==> src/rtl/mc_control_seq.sv <==
// Multi-cycle IF/ID/EX/WB sequencer for a single-issue MIPS datapath (R-type, j, beq).
// Owns pc and IR, generates next-pc, and emits registered wr_enable/retire/illegal strobes.
module mc_control_seq #(
  parameter int unsigned         PC_WIDTH = 32,
  parameter logic [PC_WIDTH-1:0] RESET_PC = '0
) (
  input  logic                clk,
  input  logic                reset_n,
  input  logic                run,
  input  logic [31:0]         inst,
  input  logic                zero,
  output logic [PC_WIDTH-1:0] pc,
  output logic [5:0]          op_code,
  output logic [4:0]          rd_reg1,
  output logic [4:0]          rd_reg2,
  output logic [4:0]          wr_reg,
  output logic                wr_enable,
  output logic                retire,
  output logic                illegal,
  output logic [31:0]         instr_count,
  output logic [1:0]          state
);

  typedef enum logic [1:0] {
    S_IF = 2'd0,
    S_ID = 2'd1,
    S_EX = 2'd2,
    S_WB = 2'd3
  } state_t;

  localparam logic [5:0] OP_RTYPE = 6'h00;
  localparam logic [5:0] OP_J     = 6'h02;
  localparam logic [5:0] OP_BEQ   = 6'h04;

  state_t              state_q;
  logic [PC_WIDTH-1:0] pc_q;
  logic [31:0]         ir_q;
  logic [31:0]         cnt_q;
  logic                wr_en_q;
  logic                retire_q;
  logic                illegal_q;

  logic [PC_WIDTH-1:0] pc_4;
  logic [PC_WIDTH-1:0] br_tgt;
  logic [PC_WIDTH-1:0] j_tgt;
  logic [PC_WIDTH-1:0] ex_pc_d;
  logic [31:0]         cnt_d;
  logic                illegal_d;
  logic [5:0]          op;

  assign op     = ir_q[31:26];
  assign pc_4   = pc_q + PC_WIDTH'(4);
  // Sign-extended word offset; an offset of -1 lands back on pc itself.
  assign br_tgt = pc_4 + {{(PC_WIDTH-18){ir_q[15]}}, ir_q[15:0], 2'b00};
  assign j_tgt  = {pc_4[PC_WIDTH-1:28], ir_q[25:0], 2'b00};
  assign cnt_d  = cnt_q + 32'd1;

  always_comb begin
    ex_pc_d   = pc_4;
    illegal_d = 1'b0;
    case (op)
      OP_J:     ex_pc_d = j_tgt;
      OP_BEQ:   ex_pc_d = zero ? br_tgt : pc_4;
      OP_RTYPE: ex_pc_d = pc_4;
      default: begin
        ex_pc_d   = pc_4;
        illegal_d = 1'b1;
      end
    endcase
  end

  always_ff @(posedge clk or negedge reset_n) begin
    if (!reset_n) begin
      state_q   <= S_IF;
      pc_q      <= RESET_PC;
      ir_q      <= 32'd0;
      cnt_q     <= 32'd0;
      wr_en_q   <= 1'b0;
      retire_q  <= 1'b0;
      illegal_q <= 1'b0;
    end else begin
      // Strobes are single-cycle unless re-asserted below.
      wr_en_q   <= 1'b0;
      retire_q  <= 1'b0;
      illegal_q <= 1'b0;
      case (state_q)
        S_IF: begin
          if (run) begin
            ir_q    <= inst;
            state_q <= S_ID;
          end
        end
        S_ID: state_q <= S_EX;
        S_EX: begin
          if (op == OP_RTYPE) begin
            wr_en_q <= 1'b1;
            state_q <= S_WB;
          end else begin
            pc_q      <= ex_pc_d;
            retire_q  <= 1'b1;
            illegal_q <= illegal_d;
            cnt_q     <= cnt_d;
            state_q   <= S_IF;
          end
        end
        S_WB: begin
          pc_q     <= pc_4;
          retire_q <= 1'b1;
          cnt_q    <= cnt_d;
          state_q  <= S_IF;
        end
        default: state_q <= S_IF;
      endcase
    end
  end

  assign pc          = pc_q;
  assign op_code     = ir_q[31:26];
  assign rd_reg1     = ir_q[25:21];
  assign rd_reg2     = ir_q[20:16];
  assign wr_reg      = ir_q[15:11];
  assign wr_enable   = wr_en_q;
  assign retire      = retire_q;
  assign illegal     = illegal_q;
  assign instr_count = cnt_q;
  assign state       = state_q;

endmodule

==> config.mk <==
export PLATFORM = sky130hd
export DESIGN_NAME = mc_control_seq
export DESIGN_NICKNAME = d
export VERILOG_FILES = /design/src/rtl/mc_control_seq.sv
export SDC_FILE = /design/constraint.sdc
export NUM_CORES = 1
export LEC_CHECK = 0
export CORE_UTILIZATION = 55
export DETAILED_ROUTE_END_ITERATION = 10
export HOLD_SLACK_MARGIN = 0.1
export MAX_ROUTING_LAYER = met4
export PLACE_DENSITY = 0.93
export SLEW_MARGIN = 5
export SYNTH_ARGS = -nofsm -noshare
export SYNTH_HDL_FRONTEND = slang
export SYNTH_SLANG_ARGS = --single-unit
==> constraint.sdc <==
create_clock -name clk -period 6.96 [get_ports clk]
set_clock_uncertainty 0.1 [all_clocks]
set_input_delay 1.74 -clock clk [delete_from_list [all_inputs] [get_ports clk]]
set_output_delay 1.74 -clock clk [all_outputs]
set_load 0.02 [all_outputs]
==> results.sh, run 1 <==
export IMPL_period_share_pct=62.50
export IMPL_cts_root_buf="clkbuf_16"
export IMPL_cp_endpoint="pc[27]"
export IMPL_synth_edf_count=0
export IMPL_cp_startpoint="pc[2]"
export IMPL_syn2layout_area_growth_pct=22.18
export IMPL_first_iter_violations=851
export IMPL_drc=0
export IMPL_synthCells=773
export IMPL_clock_latency_ps=360
export IMPL_worstPathRequired_ps=7130
export IMPL_async_flop_share_pct=100.0
export IMPL_grt_max_degree=70
export IMPL_die_area_sq_um=13060
export IMPL_ff2ff_setup_slack_ps=2610
export IMPL_p_per_area_nw_per_um2=458.7
export IMPL_cts_buffers=9
export IMPL_fin_nets=936
export IMPL_worstReg2RegEnd="pc[27]"
export IMPL_wl_per_cell_um=19.73
export IMPL_ff_latch_area_sq_um=2477
export IMPL_rows=40
export IMPL_yosysWarnings=0
export IMPL_synth_area_sq_um=6933
export IMPL_synth_ff_type="dfrtp_1"
export IMPL_setup_viol=0
export IMPL_yosysTopAreaCell="dfrtp_1"
export IMPL_status="completed"
export IMPL_slew_viol_final=0
export IMPL_ioPinCount=126
export IMPL_die_h_um=114.3
export IMPL_tightest_slew_ps=1450
export IMPL_hold_buffers=0
export IMPL_max_cap_violations=0
export IMPL_antenna_cells=0
export IMPL_criticalPathCategory="register to register"
export IMPL_utilization_pct=69.65
export IMPL_grt_antenna_before_repair=0
export IMPL_synth_area_per_cell_sq_um=8.969
export IMPL_synth_seq_cells=99
export IMPL_hold_path_class="register to register"
export IMPL_ys_top_cells_by_area="dfrtp_1, ha_1, xnor2_1"
export IMPL_hpwl_um=14430
export IMPL_hold_viol=0
export IMPL_post_cts_resized=0
export IMPL_vias_per_cell=6.378
export IMPL_clk_pin_slew_ps=80
export IMPL_fillers=840
export IMPL_layout_commonest_cell="clkdlybuf4s50_1"
export IMPL_gp_congestion=1.027
export IMPL_start_util_pct=57.01
export IMPL_crit_path_start_kind="register"
export IMPL_yosysSeqAreaShare_pct=35.73
export IMPL_arrival_ps=4520
export IMPL_crit_path_max_fanout=7
export IMPL_overflow=0
export IMPL_postCtsSetupBuffers=0
export IMPL_die_w_um=114.3
export IMPL_final_antenna_net_count=0
export IMPL_slew_headroom_pct=2.978
export IMPL_grt_usage_pct=33.23
export IMPL_clock_path_buffers=2
export IMPL_fmax_ghz=0.2299
export IMPL_yosys_area_top_type_share_pct=35.73
export IMPL_dr_pass1_iters=6
export IMPL_vias=6608
export IMPL_cts_tree="yes"
export IMPL_core_area_sq_um=12160
export IMPL_critPathCaptureType="register"
export IMPL_fin_crit_ps=4350
export IMPL_grt_pass1_vias=6416
export IMPL_reg2reg_depth=15
export IMPL_cts_sinks=99
export IMPL_layout_common_cells="clkdlybuf4s50_1, dfrtp_1, nand2_1"
export IMPL_finalSetupTns_ps=0
export IMPL_synth_cell_types=76
export IMPL_rsz0062_at_grt="false"
export IMPL_vdd_drop_max_mv=0.2624
export IMPL_routed_wl_um=20440
export IMPL_drive_above_1_share_pct=8.756
export IMPL_ctsHtreeMaxLevel=3
export IMPL_hold_ws_ps=392.3
export IMPL_io_buffers=123
export IMPL_p_leak_nw=3.544
export IMPL_multi_input_area_sq_um=4128
export IMPL_grt_pass1_wl_um=32820
export IMPL_worstReg2RegStart="pc[2]"
[through the flow]
step / worst slack (ps) / power (W) / area, sq um / instances
2_1_floorplan: 3279 / 0.002570 / 6937 / 774
6_report: 2610 / 0.003885 / 8471 / 1036
3_5_place_dp: 2885 / 0.003268 / 8157 / 1020
5_1_grt: 2300 / 0.004113 / 8471 / 1036
4_1_cts: 2769 / 0.003814 / 8471 / 1036
3_3_place_gp: 3043 / 0.003217 / 8157 / 1020
[layer usage]
metal / routed length (um) / part of all wire, % / track usage, % / vias to the layer above
li1: - / - / - / 2952
met1: 8113 / 40 / 41.77 / 3149
met2: 9595 / 47 / 52.85 / 431
met3: 2123 / 10 / 7.041 / 76
met4: 607 / 3.0 / 12.47 / 0
met5: 0 / 0 / - / -
[flip-flops by register name, indices dropped and copies added (netlist names)]
name,flops
ir_q,32
illegal,1
retire,1
state,2
pc,30
instr_count,32
wr_enable,1
[cells in the mapped netlist, drive strengths merged (3+ instances only)]
cell type	count
a211oi	3
a21o	5
a21oi	48
a221oi	13
a222oi	6
a22oi	4
a31oi	8
and2	6
and3	21
and4	4
buf	28
clkbuf	24
dfrtp	99
ha	36
inv	16
mux2	32
nand2	89
nand2b	10
nand3	41
nand4	8
nor2	57
nor2b	5
nor3	10
nor3b	3
nor4	5
o211ai	4
o21a	4
o21ai	57
o21bai	8
o22ai	6
or3	3
or4	4
xnor2	49
xor2	28
[cell families after synthesis]
kind of cell,Yosys count,share of synthesized area (%)
DFF,99,35.73
other,1,0.05409
and+or+nand+nor,272,19.67
xor gates and xnor gates,77,9.728
muxes,34,5.540
AOI/OAI and AO/OA,185,17.51
buffers and inverters,68,4.981
adders and majority gates,37,6.786
[critical path, cell delays in order, from the launching register on]
cell and delay, ps:
dfrtp_1 460, ha_1 270, nand3_1 190, nor4_1 630, nor3b_1 350, xor2_1 320
ha_1 240, inv_1 100, nor2_1 220, nand2_1 120, nor2_1 130, nand2_1 70
o21ai_1 250, a31oi_1 210, or4_1 500, o211ai_1 100
[final cells by class]
class / count / share of cell area, %
Timing Repair Buffer: 130 / 15.13
Clock inverter: 7 / 1.049
Inverter: 16 / 0.7090
Clock buffer: 9 / 2.659
Multi-Input combinational cell: 607 / 48.73
Tap cell: 168 / 2.482
Sequential cell: 99 / 29.25
[report_power, final]
| group | switching (W) | leakage [nW] | internal, W |
|---|---|---|---|
| Sequential | 0.000263 | 1.22 | 0.000737 |
| Clock | 0.000261 | 0.152 | 0.000259 |
| Combinational | 0.00137 | 2.17 | 0.000996 |
| Total | 0.00189 | 3.54 | 0.00199 |
[worst min-delay path by stage]
stage	start	end	slack, ps	depth (start not counted)
2_1_floorplan	ir_q[23]	ir_q[23]	400	1
3_3_place_gp	instr_count[31]	instr_count[31]	370	1
3_5_place_dp	instr_count[9]	instr_count[9]	380	1
4_1_cts	instr_count[9]	instr_count[9]	400	1
5_1_grt	instr_count[9]	instr_count[9]	400	1
6_report	pc[31]	pc[31]	390	1
(Power assumes the default switching activity.)
==> run 2, diff against run 1 <==
--- a/config.mk
+++ b/config.mk
@@ -5,11 +5,11 @@
 export SDC_FILE = /design/constraint.sdc
 export NUM_CORES = 1
 export LEC_CHECK = 0
-export CORE_UTILIZATION = 55
+export CORE_UTILIZATION = 49
 export DETAILED_ROUTE_END_ITERATION = 10
 export HOLD_SLACK_MARGIN = 0.1
 export MAX_ROUTING_LAYER = met4
-export PLACE_DENSITY = 0.93
+export PLACE_DENSITY = 0.88
 export SLEW_MARGIN = 5
 export SYNTH_ARGS = -nofsm -noshare
 export SYNTH_HDL_FRONTEND = slang
==> constraint.sdc (replaced) <==
create_clock -name clk -period 3.8 [get_ports clk]
set_clock_uncertainty 0.1 [all_clocks]
set_input_delay 0.95 -clock clk [delete_from_list [all_inputs] [get_ports clk]]
set_output_delay 0.95 -clock clk [all_outputs]
set_load 0.02 [all_outputs]
==> run 2 against run 1 <==
Effect of this change: global-route usage shrank 3.4 points; final cell count rose by 6.7%; count of clock-buffer cells in the layout grew 1; worst hold slack got worse by 1.8 ps; utilization is 4.5 points lower; die area rose by 12%; final area up 6.3%; sequential power increased by 77%; critical path type unchanged.
==> results.sh, run 2 (same netlist as run 1, synthesis figures left out) <==
export IMPL_ff_latch_area_sq_um=2482
export IMPL_slew_headroom_pct=48.20
export IMPL_min_delay_start="instr_count[9]"
export IMPL_overflow=0
export IMPL_finalSetupTns_ps=0
export IMPL_grt_antenna_before_repair=0
export IMPL_grt_pass1_wl_um=32900
export IMPL_worstReg2RegEnd="pc[30]"
export IMPL_critical_path_buf_inv_count=3
export IMPL_ioPinCount=126
export IMPL_first_iter_violations=626
export IMPL_cts_sinks=99
export IMPL_worstReg2RegStart="pc[6]"
export IMPL_cts_tree="yes"
export IMPL_critPathCaptureType="register"
export IMPL_criticalPathCategory="register to register"
export IMPL_rows=43
export IMPL_cts_root_buf="clkbuf_16"
export IMPL_crit_path_max_fanout=5
export IMPL_arrival_ps=3900
export IMPL_gp_congestion=0.9942
export IMPL_io_buffers=123
export IMPL_die_h_um=121.0
export IMPL_drive_above_1_share_pct=16.86
export IMPL_routed_wl_um=20510
export IMPL_worstPathCellList="buf_4 > and3_1 > and2_1 > buf_4 > xor2_1 > ha_1 > buf_4 > or4_4 > o211ai_4 > a31oi_2 > a31oi_4 > o31ai_2 > a41o_1 > mux2_4 > a21oi_1"
export IMPL_crit_path_start_kind="register"
export IMPL_slowest_stage="or4_4"
export IMPL_final_antenna_net_count=0
export IMPL_wl_per_cell_um=18.56
export IMPL_utilization_pct=65.13
export IMPL_multi_input_area_sq_um=4230
export IMPL_syn2layout_area_growth_pct=29.90
export IMPL_layout_common_cells="clkdlybuf4s50_1, dfrtp_1, nand2_1"
export IMPL_core_area_sq_um=13830
export IMPL_fmax_ghz=0.2699
export IMPL_drc=0
export IMPL_vias_per_cell=6.039
export IMPL_power_w=0.007484
export IMPL_clk_pin_slew_ps=80
export IMPL_hold_path_class="register to register"
export IMPL_vias=6673
export IMPL_cp_startpoint="pc[6]"
export IMPL_setup_viol=0
export IMPL_layout_commonest_cell="clkdlybuf4s50_1"
export IMPL_p_per_area_nw_per_um2=831.0
export IMPL_hold_viol=0
export IMPL_min_delay_path_depth=1
export IMPL_start_util_pct=50.14
export IMPL_holdPathEnd="instr_count[9]"
export IMPL_reg2reg_depth=15
export IMPL_antenna_cells=0
export IMPL_fillers=1094
export IMPL_tightest_slew_ps=777.1
export IMPL_clock_path_buffers=2
export IMPL_slew_viol_final=0
export IMPL_die_w_um=121.0
export IMPL_period_share_pct=97.50
export IMPL_ff2ff_setup_slack_ps=100
export IMPL_cp_common_cell="buf_4"
export IMPL_ctsHtreeMaxLevel=3
export IMPL_cts_buffers=9
export IMPL_fin_crit_ps=3705
export IMPL_status="completed"
export IMPL_grt_usage_pct=29.81
export IMPL_grt_max_degree=65
export IMPL_crit_path_max_incr_delay_ps=500
export IMPL_grt_pass1_vias=6354
export IMPL_max_cap_violations=0
export IMPL_vdd_drop_max_mv=0.4447
export IMPL_hpwl_um=15390
export IMPL_die_area_sq_um=14630
export IMPL_p_leak_nw=3.848
export IMPL_hold_buffers=0
export IMPL_dr_pass1_iters=5
export IMPL_path_delay_family="compound AO/OA/AOI/OAI gates"
export IMPL_worstPathRequired_ps=3990
export IMPL_fin_nets=993
export IMPL_clock_latency_ps=360
-- run 2: cell count changes in the layout (fill, tap and decap cells not counted), moves of 3 or more --
cell | before | now
buf_4 | 8 | 65
dfrtp_1 | 99 | 95
dfrtp_2 | 0 | 4
o21ai_0 | 43 | 39
clkinv_8 | 3 | 0
ha_1 | 36 | 33
ha_2 | 0 | 3
o21ai_1 | 14 | 17
-- run 2: cell type report --
cell class | count | share of cell area [%]
clock buffer | 10 | 2.654
clock inverter | 6 | 0.6669
sequential | 99 | 27.56
tap | 180 | 2.501
timing repair buffer | 187 | 18.98
inverter | 16 | 0.6669
multi-input combinational | 607 | 46.97
-- run 2: worst register-to-register path, stage by stage (launching register included) --
cell and delay (ps):
dfrtp_1 400, buf_4 160, and3_1 210, and2_1 170
buf_4 150, xor2_1 140, ha_1 200, buf_4 150
or4_4 500, o211ai_4 240, a31oi_2 190, a31oi_4 250
o31ai_2 90, a41o_1 260, mux2_4 290, a21oi_1 130
-- run 2: what timing repair did --
action,CTS,global route
endpoints found under the setup margin,5,10
resized for setup,4,25
setup buffers,2,7
pin swaps,1,7
cloned,0,0
-- run 2: per-layer routing --
metal	wire (um)	vias to the layer above	share of wire [%]	global-route usage [%]
li1	-	3064	-	-
met1	8449	3196	41	39.30
met2	9536	342	47	45.75
met3	1720	71	8.4	3.900
met4	801	0	3.9	13.58
met5	0	-	0	-
-- run 2: worst max path at each step --
stage	end	cells past startpoint	slack (ps)
floorplan	pc[30]	16	120
global placement	pc[31]	18	60
detailed placement	pc[27]	16	-40
CTS	pc[27]	16	7
global route	pc[27]	17	-30
finish	pc[30]	15	100
-- run 2: through the flow --
step	setup slack, ps	hold WS [ps]	area, sq um	instances
after floorplan	119.0	399.1	6937	774
after global placement	56.83	359.1	8532	1080
after detailed placement	-42.36	377.3	8532	1080
after CTS	7.280	395.7	8856	1098
after global routing	-34.59	406.9	9006	1105
final	95.03	390.5	9006	1105
-- run 2: where the power goes --
part / total [W] / switching (W) / internal, W
combinational: 0.00479 / 0.00263 / 0.00216
sequential: 0.00177 / 0.000413 / 0.00136
clock: 0.000930 / 0.000448 / 0.000482
total: 0.00748 / 0.00349 / 0.00399
==> run 3, diff against run 2 <==
--- a/config.mk
+++ b/config.mk
@@ -5,8 +5,11 @@
 export SDC_FILE = /design/constraint.sdc
 export NUM_CORES = 1
 export LEC_CHECK = 0
-export CORE_UTILIZATION = 49
+export CELL_PAD_IN_SITES_DETAIL_PLACEMENT = 0
+export CELL_PAD_IN_SITES_GLOBAL_PLACEMENT = 1
+export CORE_UTILIZATION = 37
 export DETAILED_ROUTE_END_ITERATION = 10
+export GPL_TIMING_DRIVEN = 0
 export HOLD_SLACK_MARGIN = 0.1
 export MAX_ROUTING_LAYER = met4
 export PLACE_DENSITY = 0.88
==> run 3 against run 2 <==
Effect of this change: critical path depth is 1 higher; sequential share of layout area down 1.0 points; worst hold slack got worse by 8.9 ps; worst setup slack lost 19 ps; flip-flop and latch count stayed put; via count down 2.5%; routed wire length up 7.1%; non-clock buffer count up 7; maximum frequency fell by 0.50%; combinational power increased by 5.8%; first-iteration DRC count fell by 3.7%; largest power group unchanged.
==> results.sh, run 3 (same netlist as run 1, synthesis figures left out) <==
export IMPL_status="completed"
export IMPL_slew_headroom_pct=27.80
export IMPL_worstPathRequired_ps=3900
export IMPL_pre_cts_ws_ps=-447.1
export IMPL_gp_congestion=0.9631
export IMPL_worstReg2RegStart="pc[2]"
export IMPL_layout_common_cells="clkdlybuf4s50_1, dfrtp_1, nand2_1"
export IMPL_setup_viol=0
export IMPL_vdd_drop_max_mv=0.4168
export IMPL_hold_buffers=0
export IMPL_switchingPower_w=0.003731
export IMPL_syn2layout_area_growth_pct=35.32
export IMPL_clk_pin_slew_ps=80
export IMPL_grt_usage_pct=23.68
export IMPL_io_buffers=122
export IMPL_crit_path_max_incr_delay_ps=430
export IMPL_p_comb_share_pct=63.7
export IMPL_routed_wl_um=21950
export IMPL_cts_buffers=9
export IMPL_reg2reg_depth=16
export IMPL_p_seq_share_pct=23.6
export IMPL_instances_no_fill=1161
export IMPL_die_area_sq_um=19290
export IMPL_criticalPathCategory="register to register"
export IMPL_p_leak_nw=3.904
export IMPL_p_int_w=0.004218
export IMPL_p_per_area_nw_per_um2=847.3
export IMPL_worst_slack_ps=76.25
export IMPL_first_iter_violations=603
export IMPL_drc=0
export IMPL_cp_common_cell="buf_4"
export IMPL_start_util_pct=38.20
export IMPL_worstReg2RegEnd="pc[24]"
export IMPL_overflow=0
export IMPL_period_share_pct=97.99
export IMPL_cp_startpoint="pc[2]"
export IMPL_worstPathCellList="buf_4 > and4_4 > and2_4 > nand3_1 > xnor2_2 > ha_1 > a21o_1 > a21oi_4 > o311ai_0 > o21bai_2 > a221oi_2 > buf_4 > o21ai_0 > xor2_1 > a21oi_1 > o22ai_1"
export IMPL_finalSetupTns_ps=0
export IMPL_cts_root_buf="clkbuf_16"
export IMPL_cts_tree="yes"
export IMPL_hold_ws_ps=381.6
export IMPL_max_cap_violations=0
export IMPL_arrival_ps=3830
export IMPL_ioPinCount=126
export IMPL_ff2ff_setup_slack_ps=80
export IMPL_wl_per_cell_um=18.91
export IMPL_dr_pass1_iters=7
export IMPL_slowest_stage="dfrtp_2"
export IMPL_layout_commonest_cell="clkdlybuf4s50_1"
export IMPL_cp_endpoint="pc[24]"
export IMPL_clock_path_buffers=2
export IMPL_grt_max_degree=61
export IMPL_ctsHtreeMaxLevel=3
export IMPL_fillers=1698
export IMPL_vias_per_cell=5.602
export IMPL_antenna_cells=0
export IMPL_grt_pass1_vias=6187
export IMPL_critPathCaptureType="register"
export IMPL_tightest_slew_ps=1083
export IMPL_core_area_sq_um=18150
export IMPL_fmax_ghz=0.2685
export IMPL_fin_nets=1000
export IMPL_place_inst=1126
export IMPL_crit_path_max_fanout=6
export IMPL_die_h_um=138.9
export IMPL_vias=6504
export IMPL_grt_antenna_before_repair=0
export IMPL_die_w_um=138.9
export IMPL_fin_crit_ps=3724
export IMPL_slew_viol_final=0
export IMPL_hold_viol=0
export IMPL_hpwl_um=15760
export IMPL_drive_above_1_share_pct=20.28
export IMPL_final_antenna_net_count=0
export IMPL_crit_path_start_kind="register"
export IMPL_clockPowerShare_pct=12.7
export IMPL_cts_sinks=99
export IMPL_clock_latency_ps=350
export IMPL_grt_pass1_wl_um=34550
export IMPL_rows=49
export IMPL_hold_path_class="register to register"
export IMPL_swShare_pct=46.94
run 3: changes by cell type in the layout (fill, tap and decap cells not counted), sizes merged:
cell	before	now
bufinv	0	1
clkbuf	10	26
buf	65	56
clkdlybuf4s50	122	121
run 3: what timing repair did:
action                     CTS  global route
pin swaps                   10            23
gates cloned                 0             0
setup buffers                9            18
setup endpoints to repair   15            14
resized for setup           31            66
run 3: power groups by stage:
stage               Sequential, W  Clock (W)  Combinational (W)
floorplan                 0.00189          0            0.00282
global placement          0.00184          0            0.00428
detailed placement        0.00184          0            0.00430
CTS                       0.00183    0.00103            0.00452
global route              0.00192    0.00107            0.00549
finish                    0.00187    0.00101            0.00507
run 3: layout make-up:
class / count / area, sq um / share of cell area [%]
buffer: 44 / 264.0 / 2.814
clock buffer: 9 / 225.2 / 2.401
clock inverter: 7 / 97.59 / 1.040
inverter: 16 / 60.06 / 0.6402
multi-input combinational: 607 / 4508 / 48.05
sequential: 99 / 2491 / 26.55
tap: 229 / 286.5 / 3.054
timing repair buffer: 150 / 1449 / 15.44
run 3: how the worst min path moves through the flow:
stage / start / to / slack (ps) / cells past startpoint
finish: instr_count[31] / instr_count[31] / 380 / 1
global route: pc[31] / pc[31] / 410 / 1
CTS: instr_count[31] / instr_count[31] / 390 / 1
detailed placement: instr_count[31] / instr_count[31] / 360 / 1
global placement: pc[31] / pc[31] / 360 / 1
floorplan: ir_q[23] / ir_q[23] / 400 / 1
run 3: layer usage:
layer	track usage (%)	wire length (um)	vias up
met4	6.082	451	0
met2	35.96	10180	248
met3	3.211	1345	28
li1	-	-	3076
met1	33.14	9974	3152
met5	-	0	-
run 3: worst max-delay path: cells and delay by family, from the launching register on:
kind,cells,cell delay (ps)
compound gates,8,1410
buf+inv,2,300
simple gates,3,560
xor+xnor,2,450
flops,1,430
fa+ha+maj,1,310
run 3: per-stage QoR:
step / utilization [%] / cell area, sq um / total power (W)
floorplan: - / 6937 / 0.004707
global placement: 46.53 / 8444 / 0.006112
detailed placement: 46.67 / 8469 / 0.006138
CTS: 49.41 / 8966 / 0.007382
global route: 51.70 / 9382 / 0.008484
finish: 51.70 / 9382 / 0.007949
